File: config.mk
export PLATFORM = sky130hd
export DESIGN_NAME = morse_encoder
export DESIGN_NICKNAME = d
export VERILOG_FILES = /design/src/rtl/morse_encoder.sv
export SDC_FILE = /design/constraint.sdc
export NUM_CORES = 1
export LEC_CHECK = 0
export CORE_MARGIN = 3
export CORE_UTILIZATION = 61
export DETAILED_ROUTE_END_ITERATION = 7
export PLACE_DENSITY = 0.8
export SLEW_MARGIN = 40
export SYNTH_ARGS = -nofsm -noshare
export SYNTH_HDL_FRONTEND = slang
export SYNTH_SLANG_ARGS = --single-unit
File: constraint.sdc
create_clock -name clk -period 3.7 [get_ports clk]
set_clock_uncertainty 0.15 [all_clocks]
set_input_delay 0.37 -clock clk [delete_from_list [all_inputs] [get_ports clk]]
set_output_delay 0.37 -clock clk [all_outputs]
set_load 0.01 [all_outputs]
File: src/rtl/morse_encoder.sv
`default_nettype none
// ============================================================================
// Module   : morse_encoder
// Purpose  : Sends one ASCII letter (A-Z, a-z) or a space as an on/off Morse
//            keying waveform with standard unit timing. Unsupported codes are
//            rejected with a one-cycle invalid pulse.
// Revision : 1.0 - initial release
// ============================================================================
module morse_encoder #(
    parameter int UNIT_CYCLES = 12_500_000
) (
    input  logic       clk,
    input  logic       rst,        // asynchronous, active-low
    input  logic       start,
    input  logic [7:0] ascii_in,
    output logic       morse_out,
    output logic       busy,
    output logic       done,
    output logic       invalid
);

    typedef enum logic [2:0] {
        S_IDLE = 3'd0,
        S_MARK = 3'd1,
        S_EGAP = 3'd2,
        S_LGAP = 3'd3,
        S_WGAP = 3'd4
    } state_t;

    // Counter must reach 7 units - 1 (word gap), the longest interval.
    localparam int c_cnt_w = $clog2(7 * UNIT_CYCLES + 1);
    localparam logic [c_cnt_w-1:0] c_end1 = c_cnt_w'(UNIT_CYCLES - 1);
    localparam logic [c_cnt_w-1:0] c_end3 = c_cnt_w'(3 * UNIT_CYCLES - 1);
    localparam logic [c_cnt_w-1:0] c_end7 = c_cnt_w'(7 * UNIT_CYCLES - 1);
    localparam logic [c_cnt_w-1:0] c_one  = c_cnt_w'(1);

    state_t             r_state;
    logic [c_cnt_w-1:0] r_cnt;
    logic [2:0]         r_len;
    logic [2:0]         r_idx;
    logic [3:0]         r_pat;     // first element in bit 3, 1 = dash
    logic               r_morse;
    logic               r_busy;
    logic               r_done;
    logic               r_invalid;

    logic [7:0]         w_char;
    logic [2:0]         w_len;
    logic [3:0]         w_pat;
    logic               w_letter;
    logic               w_space;
    logic [c_cnt_w-1:0] w_mark_end;
    logic [c_cnt_w-1:0] w_gap_end;

    // Fold lowercase to uppercase and look up the element length and pattern.
    always_comb begin
        w_char = ascii_in;
        if (ascii_in >= 8'h61 && ascii_in <= 8'h7A) begin
            w_char = ascii_in - 8'h20;
        end
        w_len = 3'd0;
        w_pat = 4'b0000;
        case (w_char)
            8'h41: {w_len, w_pat} = {3'd2, 4'b0100}; // A .-
            8'h42: {w_len, w_pat} = {3'd4, 4'b1000}; // B -...
            8'h43: {w_len, w_pat} = {3'd4, 4'b1010}; // C -.-.
            8'h44: {w_len, w_pat} = {3'd3, 4'b1000}; // D -..
            8'h45: {w_len, w_pat} = {3'd1, 4'b0000}; // E .
            8'h46: {w_len, w_pat} = {3'd4, 4'b0010}; // F ..-.
            8'h47: {w_len, w_pat} = {3'd3, 4'b1100}; // G --.
            8'h48: {w_len, w_pat} = {3'd4, 4'b0000}; // H ....
            8'h49: {w_len, w_pat} = {3'd2, 4'b0000}; // I ..
            8'h4A: {w_len, w_pat} = {3'd4, 4'b0111}; // J .---
            8'h4B: {w_len, w_pat} = {3'd3, 4'b1010}; // K -.-
            8'h4C: {w_len, w_pat} = {3'd4, 4'b0100}; // L .-..
            8'h4D: {w_len, w_pat} = {3'd2, 4'b1100}; // M --
            8'h4E: {w_len, w_pat} = {3'd2, 4'b1000}; // N -.
            8'h4F: {w_len, w_pat} = {3'd3, 4'b1110}; // O ---
            8'h50: {w_len, w_pat} = {3'd4, 4'b0110}; // P .--.
            8'h51: {w_len, w_pat} = {3'd4, 4'b1101}; // Q --.-
            8'h52: {w_len, w_pat} = {3'd3, 4'b0100}; // R .-.
            8'h53: {w_len, w_pat} = {3'd3, 4'b0000}; // S ...
            8'h54: {w_len, w_pat} = {3'd1, 4'b1000}; // T -
            8'h55: {w_len, w_pat} = {3'd3, 4'b0010}; // U ..-
            8'h56: {w_len, w_pat} = {3'd4, 4'b0001}; // V ...-
            8'h57: {w_len, w_pat} = {3'd3, 4'b0110}; // W .--
            8'h58: {w_len, w_pat} = {3'd4, 4'b1001}; // X -..-
            8'h59: {w_len, w_pat} = {3'd4, 4'b1011}; // Y -.--
            8'h5A: {w_len, w_pat} = {3'd4, 4'b1100}; // Z --..
            default: {w_len, w_pat} = {3'd0, 4'b0000};
        endcase
        w_letter = (w_len != 3'd0);
        w_space  = (ascii_in == 8'h20);
    end

    // Terminal counts for the current mark and the current trailing gap.
    always_comb begin
        w_mark_end = r_pat[3] ? c_end3 : c_end1;
        w_gap_end  = (r_state == S_WGAP) ? c_end7 : c_end3;
    end

    // Keying state machine; all outputs come straight from flops.
    always_ff @(posedge clk or negedge rst) begin
        if (!rst) begin
            r_state   <= S_IDLE;
            r_cnt     <= '0;
            r_len     <= 3'd0;
            r_idx     <= 3'd0;
            r_pat     <= 4'b0000;
            r_morse   <= 1'b0;
            r_busy    <= 1'b0;
            r_done    <= 1'b0;
            r_invalid <= 1'b0;
        end else begin
            r_done    <= 1'b0;
            r_invalid <= 1'b0;
            case (r_state)
                S_IDLE: begin
                    if (start) begin
                        if (w_letter) begin
                            r_state <= S_MARK;
                            r_len   <= w_len;
                            r_pat   <= w_pat;
                            r_idx   <= 3'd0;
                            r_cnt   <= '0;
                            r_morse <= 1'b1;
                            r_busy  <= 1'b1;
                        end else if (w_space) begin
                            r_state <= S_WGAP;
                            r_cnt   <= '0;
                            r_busy  <= 1'b1;
                        end else begin
                            r_invalid <= 1'b1;
                        end
                    end
                end
                S_MARK: begin
                    if (r_cnt == w_mark_end) begin
                        r_cnt   <= '0;
                        r_morse <= 1'b0;
                        r_pat   <= {r_pat[2:0], 1'b0};
                        if (r_idx == r_len - 3'd1) begin
                            r_state <= S_LGAP;
                        end else begin
                            r_state <= S_EGAP;
                            r_idx   <= r_idx + 3'd1;
                        end
                    end else begin
                        r_cnt <= r_cnt + c_one;
                    end
                end
                S_EGAP: begin
                    if (r_cnt == c_end1) begin
                        r_cnt   <= '0;
                        r_morse <= 1'b1;
                        r_state <= S_MARK;
                    end else begin
                        r_cnt <= r_cnt + c_one;
                    end
                end
                S_LGAP, S_WGAP: begin
                    if (r_cnt == w_gap_end) begin
                        r_state <= S_IDLE;
                        r_cnt   <= '0;
                        r_len   <= 3'd0;
                        r_idx   <= 3'd0;
                        r_pat   <= 4'b0000;
                        r_busy  <= 1'b0;
                        r_done  <= 1'b1;
                    end else begin
                        r_cnt <= r_cnt + c_one;
                    end
                end
                default: begin
                    r_state <= S_IDLE;
                    r_cnt   <= '0;
                    r_morse <= 1'b0;
                    r_busy  <= 1'b0;
                end
            endcase
        end
    end

    assign morse_out = r_morse;
    assign busy      = r_busy;
    assign done      = r_done;
    assign invalid   = r_invalid;

endmodule
`default_nettype wire
==> impl_metrics.toml <==
[setup_path]
cp_max_fo = 11
crit_path_end_kind = "flip-flop"
crit_arrival_ns = 3.21
reg2reg_from = "r_cnt[7]"
cp_data_required_time_ns = 3.75
crit_type = "in2reg"
cp-start-kind = "primary input"
cp-startpoint = "ascii_in[1]"

[route]
wl_per_cell_um = 16.6
antenna_left = 0
vias_per_cell = 6.56
drt_first_pass_iters = 5
vias = 2987
wl_mm = 7.53
drc_errors = 0
first_iter_violations = 316

[flow_run]
max-cap-violations = 0

[global_route]
antenna_found_initial = 0
grt-ovfl-total = 0
grt_pass1_vias = 2777
grt_usage_pct = 26.2
grt_first_pass_wirelength_mm = 13.3
grt_start_max_net_pins = 45

[sta]
fin_crit_ns = 3.16
tns_ns = 0
finalCritPeriodShare_pct = 85.5
fmax_mhz = 316
slew_headroom_pct = 54.6
hold_viol = 0
rsz0062_at_grt = "false"
finalMaxSlewViolations = 0
worst_pin_slew_ns = 0.674
setup_viol = 0

[min_path]
min_path_type = "reg2reg"
worstHoldStart = "r_pat[0]"

[pwr]
power_density_mw_per_mm2 = 269
fin_total_pwr_w = 0.000950
p_leak_nw = 1.52
ir_drop_mv = 0.224

[clock_network]
clk_latency_ns = 0.30
clockBufferDepth = 2
cts_tree = "built"
numCtsBuffers = 5
clkTransAtPathRegs_ns = 0.09
cts_resized = 0
cts_sinks = 44
post_cts_buffers = 0
root_buffer = "clkbuf_8"
htree_levels = 2
hold_buffers = 1

[placed_design]
hpwlAfterDp_mm = 5.37
placed_cells = 446
gp_congestion = 0.963
port_buffers = 14

[die]
die_w_um = 78.7
coreArea_mm2 = 0.00491
start_util_pct = 65.7
dieArea_mm2 = 0.00619
rows = 25
die_h_um = 78.7
ios = 15

[logic_synthesis]
syn_area_mm2 = 0.00322
synth_ff_type = "dfrtp_1"
synth-seq-cells = 44
synth.area.top_cells = "dfrtp_1, a21oi_1, ha_1"
syn-instance-count = 377
async_flop_share_pct = 100
ys_warn_count = 0
synth.distinct_cells = 68
yosys-top-cells-count = "dfrtp_1, nand2_1, a21oi_1, nor2_1, a31oi_1"
synth.avg_cell_area_um2 = 8.55
synth_edf_count = 0
synth_nets = 400
synth.most_common_cell = "dfrtp_1"
seq_area_frac_synth_pct = 34.1
yosysTopAreaCell = "dfrtp_1"
yosysTopAreaCellShare_pct = 34.1

[layout]
fillCellCount = 411
layout.nets = 410
areaGrowthSynthToFinish_pct = 9.55
drive_above_1_share_pct = 7.99
antenna_cells = 0
fin_cells = 455

[outcome]
outcome = "finished, final reports clean"
[worst paths after layout]
check	endpoint	slack, ns	cells past startpoint
setup reg to reg	r_state[2]	0.63	7
hold reg to reg	r_pat[0]	0.34	2
min in group asynchronous	r_idx[0]	0.43	2
setup / recovery	r_idx[0]	0.54	10
hold / removal	r_pat[0]	0.34	2
max in group asynchronous	r_cnt[2]	2.58	2
[per-layer routing]
| layer | vias up | wire, um | global-route usage [%] |
|---|---|---|---|
| met4 | 0 | 77 | 6.29 |
| met2 | 137 | 3370 | 39.6 |
| met5 | - | 0 | 0 |
| li1 | 1432 | - | - |
| met1 | 1408 | 3510 | 39.4 |
| met3 | 10 | 572 | 3.97 |
[stage by stage]
| stage | area [um2] | util [%] | setup slack, ns | hold slack (ns) |
|---|---|---|---|---|
| final | 3530 | 71.9 | 0.538 | 0.343 |
| after global routing | 3530 | 71.9 | 0.298 | 0.379 |
| after CTS | 3530 | 71.9 | 0.561 | 0.348 |
| after detailed placement | 3400 | 69.2 | 0.235 | 0.247 |
| after global placement | 3400 | 69.2 | 0.346 | 0.316 |
| after floorplan | 3220 | - | 1.15 | -0.0756 |
[flip-flops by register name (all words and copies together) (netlist names)]
register / cells
busy: 1
r_pat: 4
r_len: 3
r_cnt: 27
invalid: 1
r_state: 3
r_idx: 3
morse_out: 1
done: 1
[power by group]
| part | switching (W) | internal (W) |
|---|---|---|
| registers | 0 | 0.000480 |
| logic | 0.0000484 | 0.0000332 |
| clock network | 0.000168 | 0.000221 |
[cells by family (layout without fill, tap and decap cells)]
group	count (synthesis)	count (layout)	share of synthesized area [%]
buf+inv	33	44	4.85
simple gates	158	158	27.9
xor+xnor	5	5	1.36
fa+ha+maj	12	12	4.66
mux	7	7	2.64
flops	44	44	34.1
compound gates	118	118	24.4
[placed cells by master (no fill, tap or decap), types with 3 or more instances in the layout]
master / instances
nand3b_1: 5
inv_1: 14
clkbuf_8: 6
a22o_1: 5
nor2_1: 27
o21ai_0: 14
dfrtp_1: 44
nand2b_1: 12
and3_1: 12
nand4_1: 5
o22ai_1: 3
nor2b_1: 4
nand2_1: 36
o21a_1: 4
xor2_1: 3
o211ai_1: 4
ha_1: 12
and2_1: 3
mux2i_1: 4
or3_1: 4
nand3_1: 12
o2111ai_1: 3
and4_1: 4
clkdlybuf4s50_1: 13
a21oi_1: 35
a31oi_1: 22
nand4b_1: 3
buf_4: 8
or2_0: 3
nor3_1: 6
o21ai_1: 4
[critical path, cell delays in order]
cell	delay [ns]
clkdlybuf4s50_1	0.69
inv_1	0.16
ha_1	0.29
nand2b_1	0.12
nand2_1	0.07
a221oi_1	0.44
a311oi_1	0.24
o22ai_2	0.38
nor2b_2	0.12
mux2_1	0.32
[area by class of cell]
type	instances	area [um2]	share of cell area, %
clock buffers	6	82.6	2.34
repair buffers	22	200	5.67
clock inverters	2	38.8	1.10
multi-input cells	300	1970	55.9
flip-flops and latches	44	1100	31.2
well taps	67	83.8	2.37
inverters	14	52.6	1.49
No activity file was read; power rests on OpenSTA's default activity.
